File: src/rtl/cs_slice_sequencer.sv
// Control-store access sequencer: splits one 64-bit microinstruction read or
// write into four 16-bit slice accesses on the CS control interface.
//
// state      | meaning
// -----------+-----------------------------------------------------------
// S_IDLE     | waiting for START; slice counter held at 0
// S_W_SETUP  | drive slice data on IDB, strobe still high
// S_W_STROBE | WCS_n low for STROBE_LEN cycles
// S_W_HOLD   | strobe released, data held; advance slice or finish
// S_R_ENABLE | LCS_n low, control store drives IDB
// S_R_SAMPLE | LCS_n low; IDB_IN captured into shadow on exit
// S_FIN      | DONE pulse; read result committed to RDATA on exit

module cs_slice_sequencer #(
   parameter int STROBE_LEN = 1
) (
   input  logic        sysclk,
   input  logic        sys_rst_n,
   input  logic        START,
   input  logic        WRITE,
   input  logic [12:0] ADDR,
   input  logic [63:0] WDATA,
   input  logic [15:0] IDB_IN,
   output logic [12:0] LUA,
   output logic [1:0]  RF_1_0,
   output logic        WCS_n,
   output logic        LCS_n,
   output logic [15:0] IDB_OUT,
   output logic        IDB_OE,
   output logic [63:0] RDATA,
   output logic        BUSY,
   output logic        DONE
);

   if (STROBE_LEN < 1 || STROBE_LEN > 4) begin : g_bad_strobe_len
      $error("cs_slice_sequencer: STROBE_LEN must be in 1..4");
   end

   localparam logic [1:0] STRB_LOAD = 2'(STROBE_LEN - 1);

   typedef enum logic [2:0] {
      S_IDLE     = 3'd0,
      S_W_SETUP  = 3'd1,
      S_W_STROBE = 3'd2,
      S_W_HOLD   = 3'd3,
      S_R_ENABLE = 3'd4,
      S_R_SAMPLE = 3'd5,
      S_FIN      = 3'd6
   } state_t;

   state_t      state;
   state_t      state_nxt;

   logic [1:0]  slice;
   logic [1:0]  strb_cnt;
   logic [12:0] lua_q;
   logic [63:0] wdata_q;
   logic        write_q;
   logic [63:0] shadow;
   logic [63:0] rdata_q;
   logic        drive_idb;

   always_ff @(posedge sysclk or negedge sys_rst_n) begin
      if (!sys_rst_n) begin
         state <= S_IDLE;
      end else begin
         state <= state_nxt;
      end
   end

   always_comb begin
      state_nxt = state;
      case (state)
         S_IDLE: begin
            if (START) begin
               state_nxt = WRITE ? S_W_SETUP : S_R_ENABLE;
            end
         end
         S_W_SETUP:  state_nxt = S_W_STROBE;
         S_W_STROBE: begin
            if (strb_cnt == 2'd0) begin
               state_nxt = S_W_HOLD;
            end
         end
         S_W_HOLD:   state_nxt = (slice == 2'd3) ? S_FIN : S_W_SETUP;
         S_R_ENABLE: state_nxt = S_R_SAMPLE;
         S_R_SAMPLE: state_nxt = (slice == 2'd3) ? S_FIN : S_R_ENABLE;
         S_FIN:      state_nxt = S_IDLE;
         default:    state_nxt = S_IDLE;
      endcase
   end

   // Strobe-length timer is a down-counter loaded in setup; terminal count 0
   // ends the strobe, so WCS_n stays low exactly STROBE_LEN cycles.
   always_ff @(posedge sysclk or negedge sys_rst_n) begin
      if (!sys_rst_n) begin
         slice    <= 2'd0;
         strb_cnt <= 2'd0;
         lua_q    <= 13'd0;
         wdata_q  <= 64'd0;
         write_q  <= 1'b0;
         shadow   <= 64'd0;
         rdata_q  <= 64'd0;
      end else begin
         case (state)
            S_IDLE: begin
               slice <= 2'd0;
               if (START) begin
                  lua_q   <= ADDR;
                  wdata_q <= WDATA;
                  write_q <= WRITE;
               end
            end
            S_W_SETUP: begin
               strb_cnt <= STRB_LOAD;
            end
            S_W_STROBE: begin
               if (strb_cnt != 2'd0) begin
                  strb_cnt <= strb_cnt - 2'd1;
               end
            end
            S_W_HOLD: begin
               if (slice != 2'd3) begin
                  slice <= slice + 2'd1;
               end
            end
            S_R_SAMPLE: begin
               shadow[{slice, 4'b0000} +: 16] <= IDB_IN;
               if (slice != 2'd3) begin
                  slice <= slice + 2'd1;
               end
            end
            S_FIN: begin
               slice <= 2'd0;
               if (!write_q) begin
                  rdata_q <= shadow;
               end
            end
            default: begin
            end
         endcase
      end
   end

   always_comb begin
      drive_idb = (state == S_W_SETUP) || (state == S_W_STROBE) || (state == S_W_HOLD);
      BUSY      = (state != S_IDLE);
      DONE      = (state == S_FIN);
      WCS_n     = (state != S_W_STROBE);
      LCS_n     = !((state == S_R_ENABLE) || (state == S_R_SAMPLE));
      IDB_OE    = drive_idb;
      IDB_OUT   = drive_idb ? wdata_q[{slice, 4'b0000} +: 16] : 16'd0;
      RF_1_0    = slice;
      LUA       = lua_q;
      RDATA     = rdata_q;
   end

endmodule
File: config.mk
export PLATFORM = sky130hd
export DESIGN_NAME = cs_slice_sequencer
export DESIGN_NICKNAME = d
export VERILOG_FILES = /design/src/rtl/cs_slice_sequencer.sv
export SDC_FILE = /design/constraint.sdc
export NUM_CORES = 1
export LEC_CHECK = 0
export ABC_AREA = 1
export BUFFER_PORTS_ARGS = -buffer_cell sky130_fd_sc_hd__buf_4
export CORE_AREA = 5 5 150 152
export DETAILED_ROUTE_END_ITERATION = 8
export DIE_AREA = 0 0 155 157
export PLACE_DENSITY = 0.77
export SKIP_CTS_REPAIR_TIMING = 1
export SLEW_MARGIN = 0
export SYNTH_ARGS = -nofsm -noshare
export SYNTH_HDL_FRONTEND = slang
export SYNTH_SLANG_ARGS = --single-unit
File: constraint.sdc
create_clock -name sysclk -period 5.75 [get_ports sysclk]
set_input_delay 0.8625 -clock sysclk [delete_from_list [all_inputs] [get_ports sysclk]]
set_output_delay 0.8625 -clock sysclk [all_outputs]
set_load 0.005 [all_outputs]
==> impl_metrics.toml <==
[placement]
gp_congestion = 0.923
dpl_cell_area_um2 = 10700
dp_hpwl_mm = 16.6
io_buffers = 196
place_ws_ns = 2.34

[clock_network]
clk_pin_slew_worst_paths_ns = 0.06
clk_latency_ns = 0.50
cts-root-buf = "clkbuf_16"
cts_buffers = 22
cts_buffer_depth = 3
clkSinkCount = 213
cts.htree.levels = 1
cts_tree = "built"

[finish]
nNetsFinal = 1321
design_area_um2 = 11400
fillers = 1901
multi_input_area_um2 = 2990
drive_above_1_share = 0.209
layout_common_cells = "212 x dfrtp_1, 207 x nand2_1, 197 x buf_4"
seq_area_um2 = 5330
area_growth_pct = 23.4
layout_commonest_cell = "dfrtp_1"
n_antenna_cell = 0

[worst_hold_path]
worstHoldPathType = "input pin to asynchronous set/reset pin"

[detailed_routing]
avgRoutedWirePerCell_um = 15.7
viasPerCell = 4.99
detail-route-antenna-nets = 0
drt_iter0_drc = 561
vias = 7521
wl_mm = 23.7
firstDrtPassIters = 5
drc = 0

[timing]
period_share = 0.651
fin_crit_ns = 3.74
maxSlewViolCount = 0
clock_skew_ns = 0.00689
worst_pin_slew_ns = 1.10
fmax_mhz = 267
setup_viol = 0
relSlewSlack = 0.265
rsz0062_at_grt = "no"
setup_ws_ns = 2.01
tns_ns = 0
hold_viol_final = 0

[floorplan]
dieWidth_um = 155
rows = 53
start_util = 0.443
ios = 197
core_um2 = 20900
die_h_um = 157
die-area_um2 = 24300

[power]
leakage_nw = 5.90
pwr_density_cell_nw_per_um2 = 547
ir_worst_vdd_mv = 0.271

[yosys]
yosysTopAreaCell = "dfrtp_1"
synth.area.top_cells = "dfrtp_1 58%, o21ai_0 9.9%, nand2_1 8.4%"
synth_top_area_frac = 0.576
ys_seq_area_frac = 0.576
syn_inst = 1058
async_reset_ff_frac = 1.00
ys.flop_type = "dfrtp_1"
synth_fp_nets = 1161
avgSynthCellArea_um2 = 8.75
syn_area_um2 = 9260
synth_edf_count = 0
ys_seq_elements = 213
yosysUniqueCellTypes = 27
yosys_warnings = 0

[worst_setup_path]
reg2reg_depth = 6
rr_startpoint = "RF_1_0[1]"
cp_max_fo = 21
worstSetupEndpointType = "output port"
r2r-end = "shadow[41]"
cp.required_ns = 4.89
start_kind = "flop"
rrSetupSlack_ns = 2.28
cp.arrival_ns = 2.88
critPathKind = "flop to output port"

[grt]
grt_max_degree = 126
grtUsageTotal = 0.192
gr-total-overflow = 0
grt_pass1_vias = 7384
grt_first_pass_wirelength_mm = 38.2
antenna_found_initial = 0

[flow_run]
drv_cap = 0

[run_status]
status = "finished, final reports clean"
## worst max-delay path by stage
stage	from	end	slack [ns]	depth (start not counted)
2_1_floorplan	RF_1_0[0]	IDB_OUT[10]	3.61	5
3_3_place_gp	RF_1_0[1]	shadow[40]	2.49	6
3_5_place_dp	RF_1_0[1]	shadow[42]	2.34	6
4_1_cts	RF_1_0[1]	IDB_OUT[12]	1.98	5
5_1_grt	RF_1_0[1]	IDB_OUT[5]	1.67	5
6_report	RF_1_0[1]	IDB_OUT[12]	2.01	5
## logic make-up (layout without fill, tap and decap cells)
logic type,count (synthesis),count (layout),synth area share
AND/OR/NAND/NOR,391,391,0.181
AO/OA/AOI/OAI,240,240,0.133
flip-flops,213,213,0.576
buffers and inverters,208,381,0.103
adder cells (fa/ha/maj),6,6,0.00811
## synth_stat cells (2+ instances only)
cell and number:
buf_4 13, o21ai_1 32, buf_6 12, o21ai_2 7, nand3_1 79, ha_1 6
nand3b_1 6, nor2_1 85, nand2_1 207, nor2_4 3, nor2_2 3, clkbuf_1 12
inv_2 4, buf_2 25, nand4_1 2, inv_1 140, dfrtp_1 213, o21ai_0 183
a21oi_1 17, nand3_2 2
## registers in the layout, indices dropped and copies added (netlist names)
signal	flops
LUA	13
shadow	64
RF_1_0	2
state	3
strb_cnt	2
RDATA	64
wdata_q	64
write_q	1
## power breakdown
part | internal, mW | switching, mW | total [mW]
Combinational | 0.934 | 1.33 | 2.26
Sequential | 2.19 | 0.399 | 2.59
Clock | 0.834 | 0.562 | 1.40
## per-stage QoR
step / total power, mW / std cells / hold WS [ns] / util
2_1_floorplan: 3.87 / 1058 / 0.448 / -
3_3_place_gp: 4.80 / 1469 / 0.458 / 0.513
3_5_place_dp: 4.88 / 1469 / 0.461 / 0.513
4_1_cts: 6.32 / 1506 / 0.434 / 0.547
5_1_grt: 6.73 / 1506 / 0.462 / 0.547
6_report: 6.25 / 1506 / 0.414 / 0.547
## layout make-up
cell class | instances | share of cell area
Clock buffer | 31 | 0.0574
Clock inverter | 6 | 0.00504
Inverter | 145 | 0.0476
Multi-Input combinational cell | 637 | 0.261
Sequential cell | 213 | 0.466
Tap cell | 275 | 0.0301
Timing Repair Buffer | 199 | 0.132
## metal layers
metal	track usage	share of wire	vias up	routed length [µm]
met5	0	0	-	0
met4	0.0433	0.018	0	424
met3	0.0407	0.078	29	1850
met2	0.323	0.48	261	11400
met1	0.258	0.42	3555	9980
li1	-	-	3676	-
## worst max-delay path: stages, from the launching register on
cell	delay, ns
dfrtp_1	0.79
clkinv_1	0.78
nor2_1	0.28
o21ai_0	0.12
a21oi_1	0.25
buf_4	0.16
Note: power is estimated with default switching activity, not from simulation.
